===== src/rtl/multdiv.sv =====
// Multi-cycle signed 32-bit multiply/divide unit for the execute stage.
//
// Multiply is radix-4 Booth over ITER_MUL cycles. Divide is restoring division
// on operand magnitudes over ITER_DIV cycles, followed by one sign-fix cycle.
//
// Ports:
//   clock, reset        - rising-edge clock, asynchronous active-high reset
//   data_operandA/B     - two's complement operands, sampled on a start edge only
//   ctrl_MULT/ctrl_DIV  - start requests, honoured only while idle (multiply wins)
//   data_result         - registered result, held until the next completion
//   data_exception      - overflow or divide-by-zero for the last operation
//   data_resultRDY      - one-cycle pulse when result/exception are valid
//   busy                - high from the cycle after a start through the ready cycle
module multdiv #(
    parameter int unsigned ITER_MUL = 16,
    parameter int unsigned ITER_DIV = 32
) (
    input  logic        clock,
    input  logic        reset,
    input  logic [31:0] data_operandA,
    input  logic [31:0] data_operandB,
    input  logic        ctrl_MULT,
    input  logic        ctrl_DIV,
    output logic [31:0] data_result,
    output logic        data_exception,
    output logic        data_resultRDY,
    output logic        busy
);

    typedef enum logic [2:0] {
        StIdle,
        StMul,
        StDiv,
        StFix,
        StDone
    } state_e;

    state_e      state_q, state_d;
    logic [4:0]  cnt_q, cnt_d;
    logic [31:0] mcand_q, mcand_d;
    // {acc[31:0], multiplier[31:0], guard}
    logic [64:0] prod_q, prod_d;
    logic [31:0] rem_q, rem_d;
    logic [31:0] quo_q, quo_d;
    logic [31:0] divisor_q, divisor_d;
    logic        neg_q, neg_d;
    logic        ovf_q, ovf_d;
    logic        dz_q, dz_d;
    logic [31:0] result_q, result_d;
    logic        exc_q, exc_d;
    logic        rdy_q, rdy_d;
    logic        busy_q, busy_d;

    // Booth step
    logic [33:0] a_ext;
    logic [33:0] addend;
    logic [33:0] booth_sum;
    logic [64:0] prod_step;

    assign a_ext = {{2{mcand_q[31]}}, mcand_q};

    always_comb begin
        addend = '0;
        case (prod_q[2:0])
            3'b001, 3'b010: addend = a_ext;
            3'b011:         addend = a_ext << 1;
            3'b100:         addend = -(a_ext << 1);
            3'b101, 3'b110: addend = -a_ext;
            default:        addend = '0;
        endcase
    end

    // 34-bit accumulator absorbs the +-2A headroom; the shift then drops 2 bits.
    assign booth_sum = {{2{prod_q[64]}}, prod_q[64:33]} + addend;
    assign prod_step = {booth_sum, prod_q[32:2]};

    // Restoring divide step
    logic [32:0] rem_shift;
    logic [32:0] diff;
    logic [31:0] rem_step;
    logic [31:0] quo_step;

    assign rem_shift = {rem_q, quo_q[31]};
    assign diff      = rem_shift - {1'b0, divisor_q};
    assign rem_step  = diff[32] ? rem_shift[31:0] : diff[31:0];
    assign quo_step  = {quo_q[30:0], ~diff[32]};

    // Operand magnitudes; |0x80000000| is correct when read as unsigned.
    logic [31:0] abs_a;
    logic [31:0] abs_b;

    assign abs_a = data_operandA[31] ? -data_operandA : data_operandA;
    assign abs_b = data_operandB[31] ? -data_operandB : data_operandB;

    always_ff @(posedge clock or posedge reset) begin
        if (reset) begin
            state_q   <= StIdle;
            cnt_q     <= '0;
            mcand_q   <= '0;
            prod_q    <= '0;
            rem_q     <= '0;
            quo_q     <= '0;
            divisor_q <= '0;
            neg_q     <= 1'b0;
            ovf_q     <= 1'b0;
            dz_q      <= 1'b0;
            result_q  <= '0;
            exc_q     <= 1'b0;
            rdy_q     <= 1'b0;
            busy_q    <= 1'b0;
        end else begin
            state_q   <= state_d;
            cnt_q     <= cnt_d;
            mcand_q   <= mcand_d;
            prod_q    <= prod_d;
            rem_q     <= rem_d;
            quo_q     <= quo_d;
            divisor_q <= divisor_d;
            neg_q     <= neg_d;
            ovf_q     <= ovf_d;
            dz_q      <= dz_d;
            result_q  <= result_d;
            exc_q     <= exc_d;
            rdy_q     <= rdy_d;
            busy_q    <= busy_d;
        end
    end

    always_comb begin
        state_d   = state_q;
        cnt_d     = cnt_q;
        mcand_d   = mcand_q;
        prod_d    = prod_q;
        rem_d     = rem_q;
        quo_d     = quo_q;
        divisor_d = divisor_q;
        neg_d     = neg_q;
        ovf_d     = ovf_q;
        dz_d      = dz_q;
        result_d  = result_q;
        exc_d     = exc_q;
        rdy_d     = 1'b0;
        // Registered so busy stays low in the cycle right after the start edge
        // and drops in the cycle after the ready pulse.
        busy_d    = (state_q == StMul) || (state_q == StDiv) || (state_q == StFix);

        case (state_q)
            StIdle: begin
                if (ctrl_MULT) begin
                    state_d = StMul;
                    cnt_d   = '0;
                    mcand_d = data_operandA;
                    prod_d  = {32'b0, data_operandB, 1'b0};
                end else if (ctrl_DIV) begin
                    state_d   = StDiv;
                    cnt_d     = '0;
                    rem_d     = '0;
                    quo_d     = abs_a;
                    divisor_d = abs_b;
                    neg_d     = data_operandA[31] ^ data_operandB[31];
                    dz_d      = (data_operandB == 32'h0);
                    ovf_d     = (data_operandA == 32'h8000_0000) &&
                                (data_operandB == 32'hFFFF_FFFF);
                end
            end
            StMul: begin
                prod_d = prod_step;
                cnt_d  = cnt_q + 5'd1;
                if (cnt_q == 5'(ITER_MUL - 1)) begin
                    state_d  = StDone;
                    result_d = prod_step[32:1];
                    // product[63:31] must be a pure sign extension to fit in 32 bits
                    exc_d    = !((&prod_step[64:32]) || !(|prod_step[64:32]));
                    rdy_d    = 1'b1;
                end
            end
            StDiv: begin
                if (dz_q) begin
                    state_d  = StDone;
                    result_d = '0;
                    exc_d    = 1'b1;
                    rdy_d    = 1'b1;
                end else begin
                    rem_d = rem_step;
                    quo_d = quo_step;
                    cnt_d = cnt_q + 5'd1;
                    if (cnt_q == 5'(ITER_DIV - 1)) begin
                        state_d = StFix;
                    end
                end
            end
            StFix: begin
                state_d  = StDone;
                result_d = neg_q ? -quo_q : quo_q;
                exc_d    = ovf_q;
                rdy_d    = 1'b1;
            end
            StDone: begin
                state_d = StIdle;
            end
            default: begin
                state_d = StIdle;
            end
        endcase
    end

    assign data_result    = result_q;
    assign data_exception = exc_q;
    assign data_resultRDY = rdy_q;
    assign busy           = busy_q;

endmodule


===== config.mk =====
export PLATFORM = sky130hd
export DESIGN_NAME = multdiv
export DESIGN_NICKNAME = d
export VERILOG_FILES = /design/src/rtl/multdiv.sv
export SDC_FILE = /design/constraint.sdc
export NUM_CORES = 1
export LEC_CHECK = 0
export ABC_AREA = 1
export CORE_ASPECT_RATIO = 0.6
export CORE_UTILIZATION = 45
export DETAILED_ROUTE_END_ITERATION = 10
export RECOVER_POWER = 50
export SYNTH_ARGS = -nofsm -noshare
export SYNTH_HDL_FRONTEND = slang
export SYNTH_SLANG_ARGS = --single-unit

===== constraint.sdc =====
create_clock -name clock -period 12.1 [get_ports clock]
set_clock_uncertainty 0.05 [all_clocks]
set_input_delay 2.42 -clock clock [delete_from_list [all_inputs] [get_ports clock]]
set_output_delay 2.42 -clock clock [all_outputs]
set_load 0.01 [all_outputs]

# Yosys cells after proc, flatten, opt, wreduce, memory -nomap -nowiden
# Index checks and enable logic that the tools add are counted.
[totals] reg_bits=239 input_bits=68 out_inout_bits=35 wordCells=103
[classes] n_addsub=8 eq_ne=21 muxes=34 bitwise=3 n_reduce_logical=23
[ops] cell="two-way mux 32 bit" count=12
[ops] cell="one-hot mux 34 bit (4 select lines)" count=1
[ops] cell="one-hot mux 65 bit (2 select lines)" count=1
[ops] cell="one-hot mux 32 bit (2 select lines)" count=2
[ops] cell="negator 32 bit" count=3
[ops] cell="one-hot mux 32 bit (3 select lines)" count=1
[ops] cell="negator 34 bit" count=2
[ops] cell="two-way mux 65 bit" count=1
[ops] cell="== test 32 bit, second input constant" count=2
[ops] cell="adder 34 bit" count=1
[ops] cell="AND reduction 33 bit" count=1
[ops] cell="OR reduction 33 bit" count=1
[ops] cell="subtractor 33 x 32 -> 33 bit" count=1
[ops] cell="zero test 32 bit" count=1
[ops] cell="two-way mux 3 bit" count=5
[ops] cell="two-way mux 5 bit" count=3
[ops] cell="one-hot mux 5 bit (3 select lines)" count=1
[ops] cell="== test 3 x 2 -> 1 bit, second input constant" count=4
[ops] cell="one-hot mux 3 bit (4 select lines)" count=1
[ops] cell="AND reduction 3 bit" count=4
[ops] cell="!= test 2 bit, second input constant" count=5
[ops] cell="== test 3 bit, second input constant" count=3
[ops] cell="== test 3 x 1 -> 1 bit, second input constant" count=2
[ops] cell="one-hot mux 1 bit (3 select lines)" count=2
[ops] cell="other kinds (18)" count=29

# Depth between registers and ports, before layout
# Gate-level depths: netlist of the first run.
[logic_depth] word_depth=10 ltp_mapped=32 mapped_depth_nobuf=32

# Worst setup path before layout of the first run
# No wires, ideal clock.
[synth_path] kind="input -> register" startpoint="input port data_operandB[0]" endpoint="register divisor_q[26]" setup_time_ps=135 t_arrival_ps=3907 required_time_ps=11915 slack_ps=8009 path_stages=12 n_path_buf=0 path_cell_list="inv_1 > ha_1 > inv_1 > nor3_1 > nand3_1 > nor2_1 > nand4_1 > nor2_1 > inv_1 > o21ai_0 > xor2_1 > o21ai_0"
[synth_via] elab_chain_len=2
[synth_lines] element="from (decl)" line_no="21" source="input logic [31:0] data_operandB,"
[synth_lines] element="negator 32 bit" line_no="93" source="assign abs_b = data_operandB[31] ? -data_operandB : data_operandB;"
[synth_lines] element="two-way mux 32 bit" line_no="93"
[synth_lines] element="to (signal assigned)" line_no="118" source="divisor_q <= divisor_d;"
[synth_lines] element="to (decl)" line_no="45" source="logic [31:0] divisor_q, divisor_d;"
# Every way passes these cells.
# A chain may end at the register's enable or synchronous reset.

# Final worst setup path of the first run
[layout_path] startpoint="register state_q[0]" endpoint="register quo_q[1]"
[layout_via] elab_chain_len=3 word_cells_on_any_way=8 cone_classes="eq/ne (4); mux (1); reduce/logical (3)"
[layout_lines] element="from (decl)" line_no="38" source="state_e state_q, state_d;"
[layout_lines] element="from (signal assigned)" line_no="97" source="state_q <= StIdle;"
[layout_lines] element="from (signal assigned)" line_no="112" source="state_q <= state_d;"
[layout_lines] element="== test 3 x 2 -> 1 bit or zero test 3 bit (tied branches)" line_no="147" source="case (state_q)"
[layout_lines] element="!= test 2 bit (no line) or nonzero test 2 bit (tied branches)"
[layout_lines] element="AND reduction 4 bit (no line)"
[layout_lines] element="to (signal assigned)" line_no="117" source="quo_q <= quo_d;"
[layout_lines] element="to (decl)" line_no="44" source="logic [31:0] quo_q, quo_d;"
# Parallel ways exist; a longest one is shown, timed or not.

==> flow_metrics.tcl, run 1 <==
set metrics [dict create \
    detailed_place_hpwl_um 51200 \
    ys_ff_latch 239 \
    die-height_um 160 \
    yosys.area.top_type "sky130_fd_sc_hd__dfrtp_1" \
    io_buffers 102 \
    synth_largest_type_area_fraction_pct 31.8 \
    cts_sinks 239 \
    ys_warn_count 0 \
    cts-root-to-sink-buffers 3 \
    setup.worst_path.end "quo_q[1]" \
    dominantRegCellSynth "sky130_fd_sc_hd__dfrtp_1" \
    post_route_cells_drive_above_1_share_pct 3.72 \
    tritoncts "built" \
    areaGrowthSynthToFinish_pct 12.1 \
    fmaxAchievable_mhz 120 \
    count_of_flip_flops_with_a_built_in_enable_after_synthesis 0 \
    final_antenna_net_count 0 \
    holdCritPathClass "flip-flop to flip-flop" \
    final.setup.tns_ns 0 \
    period_minus_slack_ns 8.34 \
    violated_checks "capacitance limit, slew limit" \
    routed-via-count 19608 \
    cts_setup_buffers 0 \
    slew_viols_final 259 \
    critical_path.reg2reg.startpoint "state_q[0]" \
    synth_sequential_area_ratio_pct 31.8 \
    setup_repair_after_global_routing_missed_its_margin "false" \
    overflow_after_grt 0 \
    boundaryPins 103 \
    crit_arrival_ns 8.61 \
    report.final.hold_viol_count 0 \
    detail_route.vias_per_cell 5.62 \
    synth-async-reset-ratio_pct 100 \
    nNetsFinal 3053 \
    detail_route.first_pass.iterations 5 \
    synth.cell_area_um2 18800 \
    critPathRequiredTime_ns 12.37 \
    slew_headroom_pct -243 \
    first_global_vias 17682 \
    htree_num_levels 1 \
    start_util_pct 46.1 \
    setup.reg_to_reg.worst_slack_ns 3.76 \
    cts-resized-gates 0 \
    antenna_found_initial 2 \
    drt_iter0_drc 2318 \
    cp-start-kind "flip-flop" \
    floorplan.core_area_um2 40900 \
    outcome "finished with violations" \
    synth.lib_cells_used.distinct 56 \
    grt_util_all_layers_pct 31.0 \
    setup_violations 0 \
    final.period_utilization_pct 68.9 \
    path_clk_slew_ns 0.07 \
    synth_nets 3005 \
    grt_pass1_wl_um 104000 \
    powerDensity_nw_per_um2 326 \
    post_synth_main_area_contributors "sky130_fd_sc_hd__dfrtp_1, sky130_fd_sc_hd__nand2_1, sky130_fd_sc_hd__inv_1" \
    fp.dieArea_um2 42700 \
    post_drt_wl_per_cell_um 18.9 \
    max-vdd-ir-drop_mv 0.142 \
    hold_ws_ns 0.454 \
    setup.worst_path.end_class "flip-flop" \
    max_cap_viol_count 4 \
    worst_pin_slew_ns 5.14 \
    count_of_hold_fix_buffers_inserted_at_cts 0 \
    synthesis.area_per_instance_um2 6.58 \
    wirelength_routed_um 66100 \
    clk-insertion-delay-late_ns 0.57 \
    power.static_leakage_nw 10.4 \
    timing.reg2reg.worst_path_depth 12 \
    fp.dieW_um 266 \
    worst_r2r_endpoint "quo_q[1]" \
    path_class "flip-flop to flip-flop" \
    worstPathMaxFanout 58 \
    num_rows 57 \
    cell_chosen_for_the_clock_root "sky130_fd_sc_hd__clkbuf_16" \
    syn-instance-count 2862 \
    grt_max_degree 109 \
    startpoint "state_q[0]" \
    detail_route.drc_violations 0 \
    place.gp.congestion 0.977 \
    tritoncts.num_buffers 26 \
]
area by class of cell:
cell class / instances / area, um^2
antenna: 1 / 2.50
clock buffer: 38 / 746
clock inverter: 10 / 101
fill: 4124 / 19800
inverter: 432 / 1620
multi-input combinational: 2095 / 10800
sequential: 239 / 5980
tap: 560 / 701
timing repair buffer: 116 / 1120
metal layers:
metal	vias to the layer above	GRT usage, %	share of wire, %	routed length [um]
met3	65	6.38	10	6630
met4	2	4.91	1.6	1060
met2	802	39.7	37	24500
met5	-	0	0.018	12
met1	9288	51.8	51	33900
li1	9451	-	-	-
power breakdown:
group	leakage, nW	switching [mW]	internal (mW)
combinational	6.98	3.15	1.42
clock	0.406	0.365	0.451
sequential	2.98	0.318	1.17
total	10.4	3.83	3.04
flip-flops by register name, summed over array words and instances (netlist names):
| signal | cells |
|---|---|
| data_result | 32 |
| data_exception | 1 |
| quo_q | 32 |
| prod_q | 65 |
| busy | 1 |
| neg_q | 1 |
| rem_q | 32 |
| data_resultRDY | 1 |
| state_q | 3 |
| ovf_q | 1 |
| dz_q | 1 |
| divisor_q | 32 |
| mcand_q | 32 |
| cnt_q | 5 |
worst min path at each step:
| stage | from | endpoint | slack [ns] | cells after the start |
|---|---|---|---|---|
| floorplan | divisor_q[18] | divisor_q[18] | 0.40 | 2 |
| global placement | divisor_q[27] | divisor_q[27] | 0.43 | 2 |
| detailed placement | divisor_q[24] | divisor_q[24] | 0.44 | 2 |
| CTS | divisor_q[17] | divisor_q[17] | 0.45 | 2 |
| global route | divisor_q[3] | divisor_q[3] | 0.47 | 2 |
| finish | divisor_q[3] | divisor_q[3] | 0.45 | 2 |
worst max-delay path, stage by stage (launching register included):
cell and delay [ns]:
sky130_fd_sc_hd__dfrtp_1 0.39, sky130_fd_sc_hd__nor2_1 0.14, sky130_fd_sc_hd__inv_1 0.11, sky130_fd_sc_hd__nor2_4 0.44, sky130_fd_sc_hd__inv_1 0.71, sky130_fd_sc_hd__nor2_1 2.25, sky130_fd_sc_hd__inv_2 0.58, sky130_fd_sc_hd__a21oi_4 0.91
sky130_fd_sc_hd__inv_2 0.69, sky130_fd_sc_hd__nor2_2 0.86, sky130_fd_sc_hd__inv_2 0.55, sky130_fd_sc_hd__a211oi_1 0.30, sky130_fd_sc_hd__a221oi_1 0.07
cell families (layout without fill, tap and decap cells):
| family | Yosys count | after routing | synth area share, % |
|---|---|---|---|
| other cells | 0 | 1 | 0 |
| simple gates | 1331 | 1331 | 29.8 |
| buf+inv | 528 | 596 | 10.8 |
| xor+xnor | 100 | 100 | 4.65 |
| compound gates | 589 | 589 | 17.9 |
| fa+ha+maj | 75 | 75 | 5.06 |
| flops | 239 | 239 | 31.8 |
cells in the final DEF (no fill, tap or decap), types with 65 or more instances in the layout:
cell / instances
sky130_fd_sc_hd__xor2_1: 78
sky130_fd_sc_hd__clkdlybuf4s50_1: 65
sky130_fd_sc_hd__inv_1: 418
sky130_fd_sc_hd__nand3_1: 200
sky130_fd_sc_hd__dfrtp_1: 239
sky130_fd_sc_hd__a21oi_1: 177
sky130_fd_sc_hd__nor2_1: 275
sky130_fd_sc_hd__ha_1: 73
sky130_fd_sc_hd__o21ai_0: 233
sky130_fd_sc_hd__nand2_1: 721
cells in the mapped netlist, types with 5 or more instances:
cell type / n
sky130_fd_sc_hd__o2111ai_1: 8
sky130_fd_sc_hd__o22ai_1: 16
sky130_fd_sc_hd__nor2_2: 7
sky130_fd_sc_hd__o21ai_0: 233
sky130_fd_sc_hd__nor3_1: 33
sky130_fd_sc_hd__ha_1: 73
sky130_fd_sc_hd__nor3_2: 5
sky130_fd_sc_hd__o21ai_1: 39
sky130_fd_sc_hd__nand3_1: 200
sky130_fd_sc_hd__inv_2: 14
sky130_fd_sc_hd__inv_1: 416
sky130_fd_sc_hd__nand3b_1: 10
sky130_fd_sc_hd__nand2_2: 5
sky130_fd_sc_hd__o211ai_1: 44
sky130_fd_sc_hd__o31ai_1: 5
sky130_fd_sc_hd__xnor2_1: 22
sky130_fd_sc_hd__dfrtp_1: 239
sky130_fd_sc_hd__a21o_1: 6
sky130_fd_sc_hd__buf_1: 9
sky130_fd_sc_hd__a221o_1: 8
sky130_fd_sc_hd__nand4_1: 38
sky130_fd_sc_hd__o221ai_1: 10
sky130_fd_sc_hd__buf_4: 5
sky130_fd_sc_hd__a221oi_1: 8
sky130_fd_sc_hd__nor4_1: 6
sky130_fd_sc_hd__a21oi_1: 177
sky130_fd_sc_hd__xor2_1: 78
sky130_fd_sc_hd__nand2_1: 723
sky130_fd_sc_hd__and2_1: 5
sky130_fd_sc_hd__nor2_1: 277
sky130_fd_sc_hd__a31oi_1: 11
sky130_fd_sc_hd__o211ai_2: 6
sky130_fd_sc_hd__clkbuf_1: 76
metrics by stage:
step | cells | cell area (um^2) | total power, mW | util [%] | setup slack (ns)
finish | 3491 | 21100 | 6.87 | 51.6 | 3.76
global route | 3491 | 21100 | 7.49 | 51.6 | 2.87
CTS | 3490 | 21100 | 6.78 | 51.7 | 5.66
detailed placement | 3442 | 20300 | 5.93 | 49.6 | 5.07
global placement | 3442 | 20300 | 5.87 | 49.6 | 5.15
floorplan | 2862 | 18800 | 4.56 | - | 3.07
No activity file was read; power rests on OpenSTA's default activity.
==> run 2: changes to the inputs <==
==> constraint.sdc (replaced) <==
create_clock -name clock -period 8.5 [get_ports clock]
set_clock_uncertainty 0.05 [all_clocks]
set_input_delay 1.7 -clock clock [delete_from_list [all_inputs] [get_ports clock]]
set_output_delay 1.7 -clock clock [all_outputs]
set_load 0.01 [all_outputs]
==> run 2 against run 1 <==
The run still ends with capacitance limit, slew limit left. Routed wire length up 0.28%. Global-route usage about the same. Worst hold slack worse by 0.0062 ns. Sequential cell count unchanged. Die area unchanged. Critical path depth shrank 1.
==> flow_metrics.tcl, run 2 (synthesized netlist as in run 1, its figures left out) <==
set metrics [dict create \
    slew_viols_final 325 \
    report.final.hold_viol_count 0 \
    crit_arrival_ns 6.99 \
    internal-power_mw 4.49 \
    setup_repair_after_global_routing_missed_its_margin "false" \
    grt_max_degree 148 \
    cts-resized-gates 0 \
    io_buffers 102 \
    detail_route.drc_violations 0 \
    start_util_pct 46.1 \
    final_antenna_net_count 0 \
    first_global_vias 17352 \
    place.detailed.instances 3441 \
    place.gp.congestion 0.981 \
    max_cap_viol_count 3 \
    final.setup.tns_ns 0 \
    final_design_area_no_fill_um2 21200 \
    p_switching_mw 5.46 \
    path_buf_inv 5 \
    fp.dieArea_um2 42700 \
    largest_register_ff_count 65 \
    filler_cell_count 4113 \
    tritoncts "built" \
    cell_chosen_for_the_clock_root "sky130_fd_sc_hd__clkbuf_16" \
    drt_iter0_drc 2285 \
    cp-start-kind "flip-flop" \
    overflow_after_grt 0 \
    floorplan.core_area_um2 40900 \
    tritoncts.num_buffers 27 \
    critical_path.max_stage_delay_ns 0.97 \
    path_delay_family "simple AND/OR/NAND/NOR gates" \
    num_antenna_cells 0 \
    holdCritPathClass "flip-flop to flip-flop" \
    area_used_by_multi_input_combinational_logic_um2 10800 \
    htree_num_levels 1 \
    detailed_place_hpwl_um 51400 \
    grt_pass1_wl_um 103000 \
    top_register "prod_q" \
    fmaxAchievable_mhz 151 \
    worstPathMaxFanout 58 \
    powerDensity_nw_per_um2 468 \
    detail_route.vias_per_cell 5.54 \
    setup_violations 0 \
    post_drt_wl_per_cell_um 19.0 \
    violated_checks "capacitance limit, slew limit" \
    power.static_leakage_nw 10.4 \
    max-vdd-ir-drop_mv 0.219 \
    fp.dieW_um 266 \
    most_frequent_standard_cell_in_the_layout_excluding_fill_and_tap_cells "sky130_fd_sc_hd__nand2_1" \
    stdcell_count 3491 \
    placed_area_um2 20300 \
    seqCellArea_um2 5980 \
    num_rows 57 \
    die-height_um 160 \
    relative_contribution_of_the_clock_network_to_total_power_pct 13.2 \
    global_route.usage.met2_pct 39.4 \
    cts_sinks 239 \
    cpMaxStageDelayCell "sky130_fd_sc_hd__nor2_4" \
    clk-insertion-delay-late_ns 0.58 \
    routed-via-count 19339 \
    sequential_share_of_power_pct 21.2 \
    gr-usage-met3_pct 7.79 \
    post_route_cells_drive_above_1_share_pct 4.03 \
    outcome "finished with violations" \
    antenna_found_initial 1 \
    wirelength_routed_um 66300 \
    final.period_utilization_pct 77.8 \
    nNetsFinal 3053 \
    detail_route.first_pass.iterations 6 \
    critPathRequiredTime_ns 8.88 \
    path_clk_slew_ns 0.06 \
    areaGrowthSynthToFinish_pct 12.8 \
    path_class "flip-flop to flip-flop" \
    grt_use_met1_pct 51.1 \
    most-common-layout-cells "sky130_fd_sc_hd__nand2_1, sky130_fd_sc_hd__inv_1, sky130_fd_sc_hd__nor2_1, sky130_fd_sc_hd__dfrtp_1, sky130_fd_sc_hd__o21ai_0" \
    grt_util_all_layers_pct 31.0 \
    setup.worst_path.end_class "flip-flop" \
    count_of_hold_fix_buffers_inserted_at_cts 0 \
    worst_pin_slew_ns 4.26 \
    cts_setup_buffers 0 \
    period_minus_slack_ns 6.61 \
    boundaryPins 103 \
    path_cells "nor2_1 > inv_2 > nor2_4 > inv_1 > nor2_4 > inv_2 > a21oi_4 > inv_2 > nor2_2 > inv_2 > o41ai_1" \
    grt_busiest_layer "met1" \
    switching_share_pct 54.9 \
    slew_headroom_pct -185 \
    cp_common_cell "sky130_fd_sc_hd__inv_2" \
    comb_power_share_pct 65.5 \
    cts-root-to-sink-buffers 3 \
]
==> run 2: worst reg2reg max path: stages (launching register included) <==
cell and delay, ns:
sky130_fd_sc_hd__dfrtp_1 0.38, sky130_fd_sc_hd__nor2_1 0.17, sky130_fd_sc_hd__inv_2 0.08, sky130_fd_sc_hd__nor2_4 0.42
sky130_fd_sc_hd__inv_1 0.69, sky130_fd_sc_hd__nor2_4 0.97, sky130_fd_sc_hd__inv_2 0.29, sky130_fd_sc_hd__a21oi_4 0.80
sky130_fd_sc_hd__inv_2 0.70, sky130_fd_sc_hd__nor2_2 0.85, sky130_fd_sc_hd__inv_2 0.55, sky130_fd_sc_hd__o41ai_1 0.53
==> run 2: final timing paths <==
check                      slack [ns]           start  cells past startpoint        endpoint
hold reg to reg                  0.45  data_result[0]                      2  data_result[0]
setup reg to reg                 1.89      state_q[0]                     11       quo_q[31]
hold / removal                   0.45  data_result[0]                      2  data_result[0]
setup / recovery                 1.89      state_q[0]                     11       quo_q[31]
max in group asynchronous        1.90           reset                      3     mcand_q[21]
min in group asynchronous        2.78           reset                      2      prod_q[51]
==> run 2: cell type report <==
cell class | instances | share of cell area (%)
timing repair buffer | 115 | 5.25
inverter | 432 | 7.64
clock buffer | 37 | 3.78
multi-input combinational | 2095 | 51.0
tap | 560 | 3.30
clock inverter | 13 | 0.872
sequential | 239 | 28.2
==> run 2: power groups by stage <==
| stage | Clock (mW) | Combinational [mW] | Sequential (mW) |
|---|---|---|---|
| after detailed placement | 0 | 6.33 | 2.11 |
| after CTS | 1.34 | 6.36 | 2.10 |
| after floorplan | 0 | 4.49 | 2.00 |
| after global placement | 0 | 6.25 | 2.11 |
| final | 1.32 | 6.52 | 2.11 |
| after global routing | 1.38 | 7.29 | 2.16 |
==> run 2: metrics by stage <==
| stage | hold slack, ns | setup WS [ns] | power [mW] | utilization, % |
|---|---|---|---|---|
| 3_5_place_dp | 0.428 | 2.15 | 8.44 | 49.6 |
| 6_report | 0.447 | 1.89 | 9.95 | 52.0 |
| 2_1_floorplan | 0.403 | 0.190 | 6.49 | - |
| 3_3_place_gp | 0.423 | 2.36 | 8.36 | 49.6 |
| 5_1_grt | 0.457 | 0.912 | 10.8 | 52.0 |
| 4_1_cts | 0.442 | 2.26 | 9.80 | 52.0 |
==> run 2: layer usage <==
layer  vias up  part of all wire, %  routed length [um]
met4         2                  1.6                1060
met2       703                   37               24500
met3        66                   10                6600
met5         -                0.020                  13
li1       9438                    -                   -
met1      9130                   52               34100
==> run 3: changes to the inputs <==
--- a/config.mk
+++ b/config.mk
@@ -9,6 +9,7 @@
 export CORE_ASPECT_RATIO = 0.6
 export CORE_UTILIZATION = 45
 export DETAILED_ROUTE_END_ITERATION = 10
+export PLACE_DENSITY = 0.65
 export RECOVER_POWER = 50
 export SYNTH_ARGS = -nofsm -noshare
 export SYNTH_HDL_FRONTEND = slang
==> constraint.sdc (replaced) <==
create_clock -name clock -period 5.7 [get_ports clock]
set_clock_uncertainty 0.05 [all_clocks]
set_input_delay 1.14 -clock clock [delete_from_list [all_inputs] [get_ports clock]]
set_output_delay 1.14 -clock clock [all_outputs]
set_load 0.01 [all_outputs]
==> run 3 against run 2 <==
Sequential cell count is the same. Worst setup slack lost 1.5 ns. Largest cell class unchanged. Combinational power grew 52%. Largest power group unchanged. Non-clock buffer count grew 5. Critical endpoint is now data_exception. Worst hold slack gained 0.0015 ns. Die area is the same. The run still ends with capacitance limit, slew limit left. Routed wire length grew 3.0%. Clock power grew 39%.
==> flow_metrics.tcl, run 3 (synthesized netlist as in run 1, its figures left out) <==
set metrics [dict create \
    outcome "finished with violations" \
    violated_checks "capacitance limit, slew limit" \
    io_buffers 102 \
    detail_route.drc_violations 0 \
    post_route_cells_drive_above_1_share_pct 4.23 \
    holdCritPathClass "flip-flop to flip-flop" \
    detailed_place_hpwl_um 53200 \
    critPathRequiredTime_ns 6.07 \
    post_drt_wl_per_cell_um 19.5 \
    placed_area_um2 20300 \
    cts-root-to-sink-buffers 3 \
    area_used_by_multi_input_combinational_logic_um2 10800 \
    most_frequent_standard_cell_in_the_layout_excluding_fill_and_tap_cells "sky130_fd_sc_hd__nand2_1" \
    setup.worst_path.end_class "flip-flop" \
    wirelength_routed_um 68200 \
    cts_sinks 239 \
    worstPathMaxFanout 5 \
    hold_ws_ns 0.449 \
    powerDensity_nw_per_um2 703 \
    final.setup.tns_ns 0 \
    final_core_utilization_pct 51.9 \
    path_clk_slew_ns 0.07 \
    critical_path.reg2reg.startpoint "mcand_q[0]" \
    grt_max_degree 91 \
    drt_iter0_drc 2385 \
    hold_start "data_result[0]" \
    filler_cell_count 4146 \
    largest_register_ff_count 65 \
    areaGrowthSynthToFinish_pct 12.7 \
    min_delay_path_depth 2 \
    met1Wirelength_um 34400 \
    fp.dieW_um 266 \
    max_cap_viol_count 4 \
    grt_util_all_layers_pct 31.7 \
    crit_arrival_ns 5.72 \
    worst_pin_slew_ns 2.35 \
    slew_headroom_pct -56.4 \
    place.detailed.instances 3446 \
    overflow_after_grt 0 \
    place.gp.congestion 1.00 \
    die-height_um 160 \
    max-vdd-ir-drop_mv 0.303 \
    met2WireLength_um 24700 \
    holdPathEnd "data_result[0]" \
    final_antenna_net_count 0 \
    report.final.hold_viol_count 0 \
    top_signal_layer_used "met4" \
    path_class "flip-flop to flip-flop" \
    clk-insertion-delay-late_ns 0.57 \
    boundaryPins 103 \
    detail_route.vias_per_cell 5.60 \
    period_minus_slack_ns 5.35 \
    antenna_found_initial 6 \
    stdcell_count 3497 \
    num_rows 57 \
    total_power_mw 14.9 \
    final.period_utilization_pct 93.9 \
    seqCellArea_um2 5980 \
    postLayoutSetupSlackWorst_ns 0.347 \
    nNetsFinal 3057 \
    timing.reg2reg.worst_path_depth 26 \
    routed_wl_met3_um 8120 \
    most-common-layout-cells "sky130_fd_sc_hd__nand2_1, sky130_fd_sc_hd__inv_1, sky130_fd_sc_hd__nor2_1, sky130_fd_sc_hd__dfrtp_1, sky130_fd_sc_hd__o21ai_0" \
    first_global_vias 17466 \
    tritoncts.num_buffers 26 \
    cell_chosen_for_the_clock_root "sky130_fd_sc_hd__clkbuf_16" \
    floorplan.core_area_um2 40900 \
    fp.dieArea_um2 42700 \
    setup.reg_to_reg.worst_slack_ns 0.35 \
    setup_violations 0 \
    start_util_pct 46.1 \
    slew_viols_final 246 \
    setup_slack_placement_ns 0.461 \
    fmaxAchievable_mhz 187 \
    htree_num_levels 1 \
    tritoncts "built" \
    final_design_area_no_fill_um2 21200 \
    worst_r2r_endpoint "data_exception" \
    cp-start-kind "flip-flop" \
    grt_pass1_wl_um 104000 \
    routed-via-count 19570 \
    power.static_leakage_nw 10.4 \
    detail_route.first_pass.iterations 7 \
    setup_repair_after_global_routing_missed_its_margin "false" \
    top_register "prod_q" \
]
## run 3: power by group
part | internal (mW) | switching (mW)
clock | 1.06 | 0.771
combinational | 3.06 | 6.88
sequential | 2.48 | 0.662
total | 6.59 | 8.31
## run 3: layout make-up
class | instances | area share, %
diodes | 4 | 0.0472
clock buffers | 33 | 3.48
clock inverters | 14 | 0.761
inverters | 432 | 7.65
multi-input cells | 2095 | 51.1
flip-flops and latches | 239 | 28.2
well taps | 560 | 3.30
repair buffers | 120 | 5.41
## run 3: timing repair
item                                    CTS  global route
endpoints found under the setup margin    0             1
endpoints found under the hold margin     0             0
setup buffers                             0             0
hold buffers                              0             0
resized for setup                         0             4
## run 3: how the worst max path moves through the flow
stage	cells past startpoint	from	to	slack, ns
after floorplan	1	reset	busy	1.38
after global placement	27	mcand_q[0]	data_exception	0.33
after detailed placement	26	mcand_q[0]	data_exception	0.46
after CTS	26	mcand_q[0]	data_exception	0.43
after global routing	28	mcand_q[0]	data_exception	0.04
final	26	mcand_q[0]	data_exception	0.35
## run 3: layer usage
layer	global-route usage, %	vias to the layer above
met5	0	-
met4	5.43	0
met3	10.9	57
met2	39.5	873
met1	51.2	9192
li1	-	9448
## run 3: worst max-delay path, stage by stage, from the launching register on
cell	delay (ns)
sky130_fd_sc_hd__dfrtp_1	0.39
sky130_fd_sc_hd__inv_1	0.11
sky130_fd_sc_hd__ha_1	0.19
sky130_fd_sc_hd__nand2_1	0.06
sky130_fd_sc_hd__nor2_1	0.22
sky130_fd_sc_hd__nand2_1	0.21
sky130_fd_sc_hd__nor2_1	0.26
sky130_fd_sc_hd__and3_1	0.27
sky130_fd_sc_hd__nand4_1	0.21
sky130_fd_sc_hd__xor2_1	0.24
sky130_fd_sc_hd__inv_1	0.06
sky130_fd_sc_hd__nand2_1	0.06
sky130_fd_sc_hd__nand4_1	0.29
sky130_fd_sc_hd__ha_1	0.51
sky130_fd_sc_hd__nand2_1	0.14
sky130_fd_sc_hd__nor2_1	0.15
sky130_fd_sc_hd__inv_1	0.15
sky130_fd_sc_hd__nor3_2	0.45
sky130_fd_sc_hd__nand3_1	0.38
sky130_fd_sc_hd__nand3_1	0.15
sky130_fd_sc_hd__nand2_1	0.06
sky130_fd_sc_hd__nand2_1	0.12
sky130_fd_sc_hd__nand4_1	0.11
sky130_fd_sc_hd__nor2_1	0.11
sky130_fd_sc_hd__nand4_1	0.10
sky130_fd_sc_hd__nand3_1	0.09
sky130_fd_sc_hd__a21oi_1	0.07
